===== src/rtl/fifo_rd_stream_if.sv =====
// -----------------------------------------------------------------------------
// fifo_rd_stream_if
// Bundles every read-side signal between an ASYNC_FIFO read port, the
// fifo_rd_stream drain stage and the downstream stream consumer.
//
//   fifo_empty  FIFO empty flag (read domain)
//   read_en     FIFO read strobe
//   read_data   FIFO data, valid the cycle after an accepted read_en
//   m_valid     stream word available
//   m_ready     consumer accepts the word
//   m_data      stream word
//   buf_level   skid-buffer occupancy, 0..3
//
// Modports:
//   master : the drain stage (drives read_en and the stream outputs)
//   slave  : the environment (FIFO read port plus stream consumer)
// -----------------------------------------------------------------------------
interface fifo_rd_stream_if #(
  parameter int RAM_WIDTH = 8
);
  logic                 fifo_empty;
  logic                 read_en;
  logic [RAM_WIDTH-1:0] read_data;
  logic                 m_valid;
  logic                 m_ready;
  logic [RAM_WIDTH-1:0] m_data;
  logic [1:0]           buf_level;

  modport master (
    input  fifo_empty,
    input  read_data,
    input  m_ready,
    output read_en,
    output m_valid,
    output m_data,
    output buf_level
  );

  modport slave (
    output fifo_empty,
    output read_data,
    output m_ready,
    input  read_en,
    input  m_valid,
    input  m_data,
    input  buf_level
  );
endinterface


===== src/rtl/fifo_rd_stream.sv =====
// -----------------------------------------------------------------------------
// fifo_rd_stream
// Read-side drain stage for ASYNC_FIFO. Turns the FIFO's read_en / read_data /
// fifo_empty port (one-cycle read latency) into a valid/ready stream running
// at one word per cycle. A 3-entry prefetch/skid buffer absorbs the words
// already requested when the consumer stalls, so read_en is computed only
// from registered state and fifo_empty, never from m_ready.
//
// Ports:
//   read_clk  in   read-domain clock (shared with the FIFO read port)
//   rst_n     in   asynchronous active-low reset, released synchronously
//   bus       if   fifo_rd_stream_if.master (FIFO side + stream side)
//
// Optional feature (macro FIFO_RD_STREAM_CNT_EN):
//   cnt_clr   in   synchronous clear of word_cnt, wins over increment
//   word_cnt  out  16-bit wrapping count of stream handshakes
// With the macro undefined neither port nor the counter exists.
//
// Parameters:
//   RAM_WIDTH   data width, must match the ASYNC_FIFO instance
//   SKID_DEPTH  buffer entries; only 3 is supported (the pointer wrap and the
//               issue threshold are built for exactly three entries)
// -----------------------------------------------------------------------------
module fifo_rd_stream #(
  parameter int RAM_WIDTH  = 8,
  parameter int SKID_DEPTH = 3
) (
  input  logic                  read_clk,
  input  logic                  rst_n,
  fifo_rd_stream_if.master      bus
`ifdef FIFO_RD_STREAM_CNT_EN
  ,
  input  logic                  cnt_clr,
  output logic [15:0]           word_cnt
`endif
);

  // ---------------------------------------------------------------------------
  // State
  // ---------------------------------------------------------------------------
  logic [1:0]           count_reg, count_next;   // words held in the buffer
  logic                 pend_reg;                // read issued last cycle
  logic [1:0]           head_reg, head_next;     // oldest word
  logic [1:0]           tail_reg, tail_next;     // next free slot
  logic                 run_reg;                 // 0 until the first edge after reset release
  logic [RAM_WIDTH-1:0] entry_reg [SKID_DEPTH];

  logic [2:0]           occ;                     // count + words in flight
  logic                 read_en_int;
  logic                 pop;
  logic                 m_valid_int;
  logic [RAM_WIDTH-1:0] head_data;

  // Three-entry ring: pointers step 0 -> 1 -> 2 -> 0.
  function automatic logic [1:0] ptr_inc(input logic [1:0] p);
    return (p == 2'd2) ? 2'd0 : p + 2'd1;
  endfunction

  // ---------------------------------------------------------------------------
  // Issue rule. A read is only issued if the buffer can take it even when the
  // consumer stalls for good: the word in flight plus those held must fit.
  // run_reg keeps read_en low for the whole reset interval and releases it
  // on a clock edge, so the strobe never glitches on the async rst_n edge.
  // ---------------------------------------------------------------------------
  assign occ         = {1'b0, count_reg} + {2'b00, pend_reg};
  assign read_en_int = run_reg && !bus.fifo_empty && (occ < 3'd3);

  assign m_valid_int = (count_reg != 2'd0);
  assign pop         = m_valid_int && bus.m_ready;

  always_comb begin
    count_next = count_reg;
    head_next  = head_reg;
    tail_next  = tail_reg;
    // Capture and pop in the same cycle leave count unchanged.
    count_next = count_reg + {1'b0, pend_reg} - {1'b0, pop};
    if (pend_reg) begin
      tail_next = ptr_inc(tail_reg);
    end
    if (pop) begin
      head_next = ptr_inc(head_reg);
    end
  end

  always_ff @(posedge read_clk or negedge rst_n) begin
    if (!rst_n) begin
      count_reg <= 2'd0;
      pend_reg  <= 1'b0;
      head_reg  <= 2'd0;
      tail_reg  <= 2'd0;
      run_reg   <= 1'b0;
    end else begin
      count_reg <= count_next;
      pend_reg  <= read_en_int;
      head_reg  <= head_next;
      tail_reg  <= tail_next;
      run_reg   <= 1'b1;
    end
  end

  // ---------------------------------------------------------------------------
  // Buffer storage. Entries reset to zero so m_data reads 0 during reset
  // (head points at entry 0).
  // ---------------------------------------------------------------------------
  for (genvar gi = 0; gi < SKID_DEPTH; gi++) begin : g_entry
    always_ff @(posedge read_clk or negedge rst_n) begin
      if (!rst_n) begin
        entry_reg[gi] <= '0;
      end else if (pend_reg && (tail_reg == 2'(gi))) begin
        entry_reg[gi] <= bus.read_data;
      end
    end
  end

  // Head word select; the unused pointer code 3 never occurs.
  always_comb begin
    head_data = entry_reg[0];
    case (head_reg)
      2'd1:    head_data = entry_reg[1];
      2'd2:    head_data = entry_reg[2];
      default: head_data = entry_reg[0];
    endcase
  end

  assign bus.read_en   = read_en_int;
  assign bus.m_valid   = m_valid_int;
  assign bus.m_data    = head_data;
  assign bus.buf_level = count_reg;

`ifdef FIFO_RD_STREAM_CNT_EN
  // ---------------------------------------------------------------------------
  // Handshake counter, wraps naturally at 16 bits.
  // ---------------------------------------------------------------------------
  logic [15:0] word_cnt_reg;

  always_ff @(posedge read_clk or negedge rst_n) begin
    if (!rst_n) begin
      word_cnt_reg <= 16'd0;
    end else if (cnt_clr) begin
      word_cnt_reg <= 16'd0;
    end else if (pop) begin
      word_cnt_reg <= word_cnt_reg + 16'd1;
    end
  end

  assign word_cnt = word_cnt_reg;
`endif

endmodule


===== src/flat_wrapper.sv =====
// flat-port wrapper written by rule: the top's interface ports become plain ports
module fifo_rd_stream_flat 
#(
  parameter int RAM_WIDTH  = 8,
  parameter int SKID_DEPTH = 3
)
  (read_clk, rst_n, bus_fifo_empty, bus_read_data, bus_m_ready, bus_read_en, bus_m_valid, bus_m_data, bus_buf_level);
  fifo_rd_stream_if #(.RAM_WIDTH(RAM_WIDTH)) bus_i ();
  input  logic read_clk;
  input  logic rst_n;
  input wire logic [$bits(bus_i.fifo_empty)-1:0] bus_fifo_empty;
  input wire logic [$bits(bus_i.read_data)-1:0] bus_read_data;
  input wire logic [$bits(bus_i.m_ready)-1:0] bus_m_ready;
  output wire logic [$bits(bus_i.read_en)-1:0] bus_read_en;
  output wire logic [$bits(bus_i.m_valid)-1:0] bus_m_valid;
  output wire logic [$bits(bus_i.m_data)-1:0] bus_m_data;
  output wire logic [$bits(bus_i.buf_level)-1:0] bus_buf_level;
  assign bus_i.fifo_empty = bus_fifo_empty;
  assign bus_i.read_data = bus_read_data;
  assign bus_i.m_ready = bus_m_ready;
  assign bus_read_en = bus_i.read_en;
  assign bus_m_valid = bus_i.m_valid;
  assign bus_m_data = bus_i.m_data;
  assign bus_buf_level = bus_i.buf_level;
  fifo_rd_stream #(.RAM_WIDTH(RAM_WIDTH), .SKID_DEPTH(SKID_DEPTH)) u_core (.read_clk(read_clk), .rst_n(rst_n), .bus(bus_i));
endmodule

===== config.mk =====
export PLATFORM = sky130hd
export DESIGN_NAME = fifo_rd_stream_flat
export DESIGN_NICKNAME = d
export VERILOG_FILES = /design/src/rtl/fifo_rd_stream_if.sv /design/src/rtl/fifo_rd_stream.sv /design/src/flat_wrapper.sv
export SDC_FILE = /design/constraint.sdc
export NUM_CORES = 1
export LEC_CHECK = 0
export BUFFER_PORTS_ARGS = -buffer_cell sky130_fd_sc_hd__buf_2
export CAP_MARGIN = 40
export CORE_MARGIN = 10
export CORE_UTILIZATION = 49
export DETAILED_ROUTE_END_ITERATION = 6
export GPL_TIMING_DRIVEN = 0
export PLACE_DENSITY = 0.74
export SYNTH_ARGS = -nofsm -noshare
export SYNTH_HDL_FRONTEND = slang
export SYNTH_SLANG_ARGS = --single-unit

===== constraint.sdc =====
create_clock -name read_clk -period 1.55 [get_ports read_clk]
set_input_delay 0.0775 -clock read_clk [delete_from_list [all_inputs] [get_ports read_clk]]
set_output_delay 0.0775 -clock read_clk [all_outputs]
set_load 0.05 [all_outputs]

* Yosys cells after proc, flatten, opt, wreduce, memory -nomap -nowiden
Index checks and enable logic that the tools add are counted.
Storage, ports and cells: register bits after elaboration 32, input port bits 12
Operators by class: add/subtract/negate cells 5, magnitude comparators 1, equality and inequality tests 4, mux-type cells 3, reductions and logical operators 9
Operators with widths (count):
- case mux 8 bit (2 select lines) | 1
- logical AND 1 bit | 6
- adder 2 x 1 -> 2 bit, second input constant | 2
- == test 2 x 1 -> 1 bit, second input constant | 2
- == test 2 bit, second input constant | 2
- 2-to-1 mux 2 bit | 2
- adder 2 x 1 -> 3 bit | 1
- < comparator 3 x 2 -> 1 bit, second input constant | 1
- adder 2 x 1 -> 2 bit | 1
- zero test 2 bit | 1
- nonzero test 2 bit | 1
- subtractor 2 x 1 -> 2 bit | 1
- zero test 1 bit | 1

* Longest topological paths before layout
depth in word-level cells 3, mapped depth 7, mapped depth without buffers 7

* Worst setup path after synthesis
OpenSTA, ideal clock, no wires.
path type flip-flop to flip-flop, start reg u_core.count_reg[0], in the netlist u_core.bus.buf_level[0], end reg u_core.pend_reg, data arrival time 3.693 ns, data required time 1.168 ns, setup slack -2.525 ns, stages on the path, launching flop included 4, path buffers 0, period minus slack after synthesis 4.075 ns, cells stage by stage dfrtp_1 -> ha_1 -> ha_1 -> a2111oi_0
Between the ends: word-level cells in the longest chain between the ends 3
RTL lines:
- start: declaration | line fifo_rd_stream.sv:41 | logic [1:0] count_reg, count_next;
- start signal: assignment | line fifo_rd_stream.sv:93 | count_reg <= count_next;
- adder 2 x 1 -> 3 bit | line fifo_rd_stream.sv:65 | assign occ = {1'b0, count_reg} + {2'b00, pend_reg};
- < comparator 3 x 2 -> 1 bit | line fifo_rd_stream.sv:66 | assign read_en_int = run_reg && !bus.fifo_empty && (occ < 3'd3);
- logical AND 1 bit | line fifo_rd_stream.sv:66
- via bus_read_en | line flat_wrapper.sv:14 | output wire logic [$bits(bus_i.read_en)-1:0] bus_read_en;
- end signal: assignment | line fifo_rd_stream.sv:94 | pend_reg <= read_en_int;
- end: declaration | line fifo_rd_stream.sv:42 | logic pend_reg;
The timed path passes the listed nets, and every way through them passes these cells. A chain may end at the register's enable or synchronous reset.

* Worst setup path after layout
start reg u_core.count_reg[0], in the netlist u_core.bus.buf_level[0], end reg u_core.count_reg[1], in the netlist u_core.bus.buf_level[1]
Between the ends: word-level cells in the longest chain between the ends 3, elaborated cells on any way between the ends 4, those cells by class add/sub: 2; reduce/logical: 2
RTL lines:
- nonzero test 2 bit | line fifo_rd_stream.sv:68 | assign m_valid_int = (count_reg != 2'd0);
- logical AND 1 bit | line fifo_rd_stream.sv:69 | assign pop = m_valid_int && bus.m_ready;
- via u_core.pop | line fifo_rd_stream.sv:50 | logic pop;
- subtractor 2 x 1 -> 2 bit | line fifo_rd_stream.sv:76 | count_next = count_reg + {1'b0, pend_reg} - {1'b0, pop};
- via u_core.count_next[1] | line fifo_rd_stream.sv:41
The timed path passes the listed nets, and every way through them passes these cells.

==> results.md <==
- In this run, placement finished with an instance count of roughly 170.
- The number of global-route vias before repair came to between 1k and 1.5k.
- The area of placed instances is ~0.0018 mm^2.
- The cell type with the largest total area after synthesis is dfrtp_1.
- The worst hold path belongs to the class in2reg.
- The total clock buffers created by CTS is 5.
- The reg-to-reg critical path endpoint is u_core.bus.buf_level[1].
- The origin of the critical flop-to-flop path is u_core.bus.buf_level[0].
- Summing all non-filler instances in the final layout gives an area of 0.00232 mm^2.
- On the worst path, the slowest cell contributes a delay of 0.44 ns.
- The number of endpoints failing setup at the final stage is 12.
- The signal on the critical path passes through buf_4 -> buf_6 -> o21ai_4 -> inv_2 -> ha_4 -> inv_1 -> ha_2 -> xnor2_2 -> xnor2_1.
- The H-tree was split into 2 levels.
- The number of rows in the core area is 19.
- Measured in cells, the most critical reg-to-reg path has a length of 9.
- The half-perimeter wire length of the detailed placement result is around 2.1 mm.
- The total overflow left after global routing is 0.
- The share of the synthesized area in the top cell type is 0.548.
- Setup repair after global routing could not meet its margin everywhere.
- The die covers 0.00557 mm^2.
- The launching instance or port of the critical path is u_core.bus.buf_level[0].
- The die span in y is around 75 um.
- The critical path data arrival time is 2.00 ns.
- Counting instances in the post-synthesis netlist gives the leading cell types as dfrtp_1, mux2_2.
- The number of cells on the worst hold path is 2.
- The fraction of layout instances using a drive strength above 1 is 0.691.
- For this run, design rule violations remaining after detail routing come to 0.
- The number of enable flip-flop cells after synthesis is 0.
- The kind of critical path is reg2reg.
- In this run the clock root is driven by a clkbuf_4.
- The detailed-route via count is between 1k and 1.5k.
- The relative area change from synthesis to final layout is 58.8%.
- In this run the horizontal extent of the chip is between 70 and 80 um.
- The number of input and output port buffers inserted is 23.
- The cell area that synthesis handed to floorplanning was around 0.0015 mm^2.
- For this configuration, the core starts out at a cell density of 0.521.
- Synthesis produced 113 cells.
- The net count of the finished layout is roughly 180.
- Pin placement for this block handled 24 I/O pins.
- In this run, synthesis produced a sequential element count of 32.
- The average instance in the mapped netlist occupies approximately 13 um^2.
- The vias per cell is 5.43.
- The clock input transition at the sequential cells of the worst setup and hold paths is around 0.10 ns.
- The average wire per cell in the routed design is slightly below 20 um.
- The kind of start point of the critical path is a register.
- In this run, distinct cell masters in the synthesized netlist total 18.
- The total count of max-transition violations in the final report is 0.
- TritonCTS built the clock tree.
- The clock latency of the later-clocked register in the worst-skew pair is approximately 0.34 ns.
- The register with the most flip-flops in the layout has 24 of them.
- The final worst clock skew is approximately 0.0041 ns.
- The register-to-register path setup slack is -0.23 ns.
- The measured slew at the worst slew-check pin is roughly 0.7 ns.
- The post-route antenna net violation count is 0.
- The worst hold path terminates at u_core.entry_reg[23].
- The combined buffer and inverter count along the critical path is 4.
- The number of DRC markers after the initial detailed-route iteration is between 60 and 70.
- The detailed-route wire length is about 3.9 mm.
- The kind of cell with the highest combined delay along the critical path is flip-flops.
- The first-pass iteration count of the detailed router is 4.
- Leaving out filler cells and counting taps, the final layout contains approximately 200.
- For this run, the register share of the synthesized area comes to 0.548.
- The final hold violation count came to 0.
- The net count after synthesis is around 130.
- The kind of end point of the critical path is a register.
- In this run the standard cell core region covers approximately 0.0028 mm^2.
- The ratio of final minimum period to clock period is 1.15.
- For this run, the top clock speed supported by timing is 0.563 GHz.
- Yosys printed 0 warnings.
- The maximum number of pins on one net before global-route repair is 33.
- The final worst setup slack is -0.227 ns.
- Counting I/O delays and the setup requirement, the final critical path takes around 1.8 ns.
- The worst min-delay path startpoint is bus_read_data[7].
- In the post-synthesis netlist, the cell with the most instances is dfrtp_1.
- Summed over all failing endpoints, the final setup total negative slack is -1.99 ns.
- The headroom to the max-slew limit is 0.520.
- For this run, the leading register cell type out of synthesis is dfrtp_1.
- Across the run, the number of max-cap violations was 0.
- The wire length of the first global-routing pass is 5.58 mm.
- By area the synthesized netlist is led by dfrtp_1, mux2_2, ha_1.
- The number of diodes added for antenna fixing is 0.
- The initial antenna violation count is 0.
- Data on the critical path is required at its endpoint by 1.78 ns.
- The final reports fail on setup timing.
- The flow ran to the end, but the final reports show violations.
- Routability-driven placement finished with a final weighted congestion of around 0.71.
- The clock passes through at most 2 buffers.
- The total global routing track utilization is 0.132.
- The slowest stage of the critical path belongs to the cell dfrtp_2.
- CTS saw 32 sinks.
- The share of synthesized flip-flops with an asynchronous set or reset is 1.00.
- In this run the worst path has a maximum fanout of 3.
[metrics by stage]
stage | utilization | hold slack (ns) | setup WS [ns]
2_1_floorplan | - | -0.218 | -0.300
3_3_place_gp | 0.628 | 0.159 | -0.177
3_5_place_dp | 0.628 | 0.174 | -0.225
4_1_cts | 0.782 | 0.00691 | -0.249
5_1_grt | 0.827 | 0.0100 | -0.313
6_report | 0.827 | 0.0236 | -0.227
[cell type report]
type | instances | area, um^2
fill | 140 | 484
clock inverter | 1 | 30.0
buffer | 2 | 40.0
tap | 31 | 38.8
timing repair buffer | 46 | 409
multi-input combinational | 69 | 900
sequential | 32 | 806
inverter | 8 | 32.5
clock buffer | 7 | 65.1
[what timing repair did]
item,4_1_cts,5_1_grt
gates cloned,1,0
pin swaps,5,11
endpoints found under the setup margin,19,19
hold buffers,9,0
resized for setup,46,24
buffers inserted,6,7
hold endpoints to repair,50,0
[per-layer routing]
metal	wire [um]	track usage	up-vias
met5	0	0	-
met4	37	0.0483	0
met3	197	0.0447	5
met2	1930	0.220	22
met1	1690	0.155	542
li1	-	-	495
[kinds of logic (layout without fill, tap and decap cells)]
logic type,Yosys count,count (layout),share of synthesized area
AND/OR/NAND/NOR,12,12,0.0505
adder cells (fa/ha/maj),8,8,0.0685
multiplexers,26,26,0.200
other,1,1,0.00257
buffers and inverters,12,64,0.0317
XOR/XNOR,2,2,0.0120
flip-flops,32,32,0.548
AO/OA/AOI/OAI,20,20,0.0865
[cell usage in the layout (no fill, tap or decap), types with 2 or more instances in the layout]
cell type,instances
dfrtp_1,28
mux2_2,26
buf_2,13
buf_4,11
dlygate4sd3_1,9
buf_6,9
a22oi_2,8
a21oi_4,8
ha_4,6
inv_1,5
nor2_4,5
clkbuf_4,5
buf_8,4
dfrtp_2,4
nor2_1,3
clkbuf_16,2
inv_2,2
clkbuf_8,2
[worst max-delay path by stage]
| stage | cells after the start | slack [ns] | endpoint |
|---|---|---|---|
| after global placement | 7 | -0.18 | bus_m_data[2] |
| after global routing | 9 | -0.31 | u_core.bus.buf_level[1] |
| after floorplan | 3 | -0.30 | u_core.pend_reg |
| after detailed placement | 7 | -0.22 | u_core.bus.buf_level[1] |
| final | 9 | -0.23 | u_core.bus.buf_level[1] |
| after CTS | 7 | -0.25 | bus_m_data[2] |
Power is left out: the tool's default activity adds up to more than one toggle a clock period on the data nets, which glitch-free logic cannot reach.
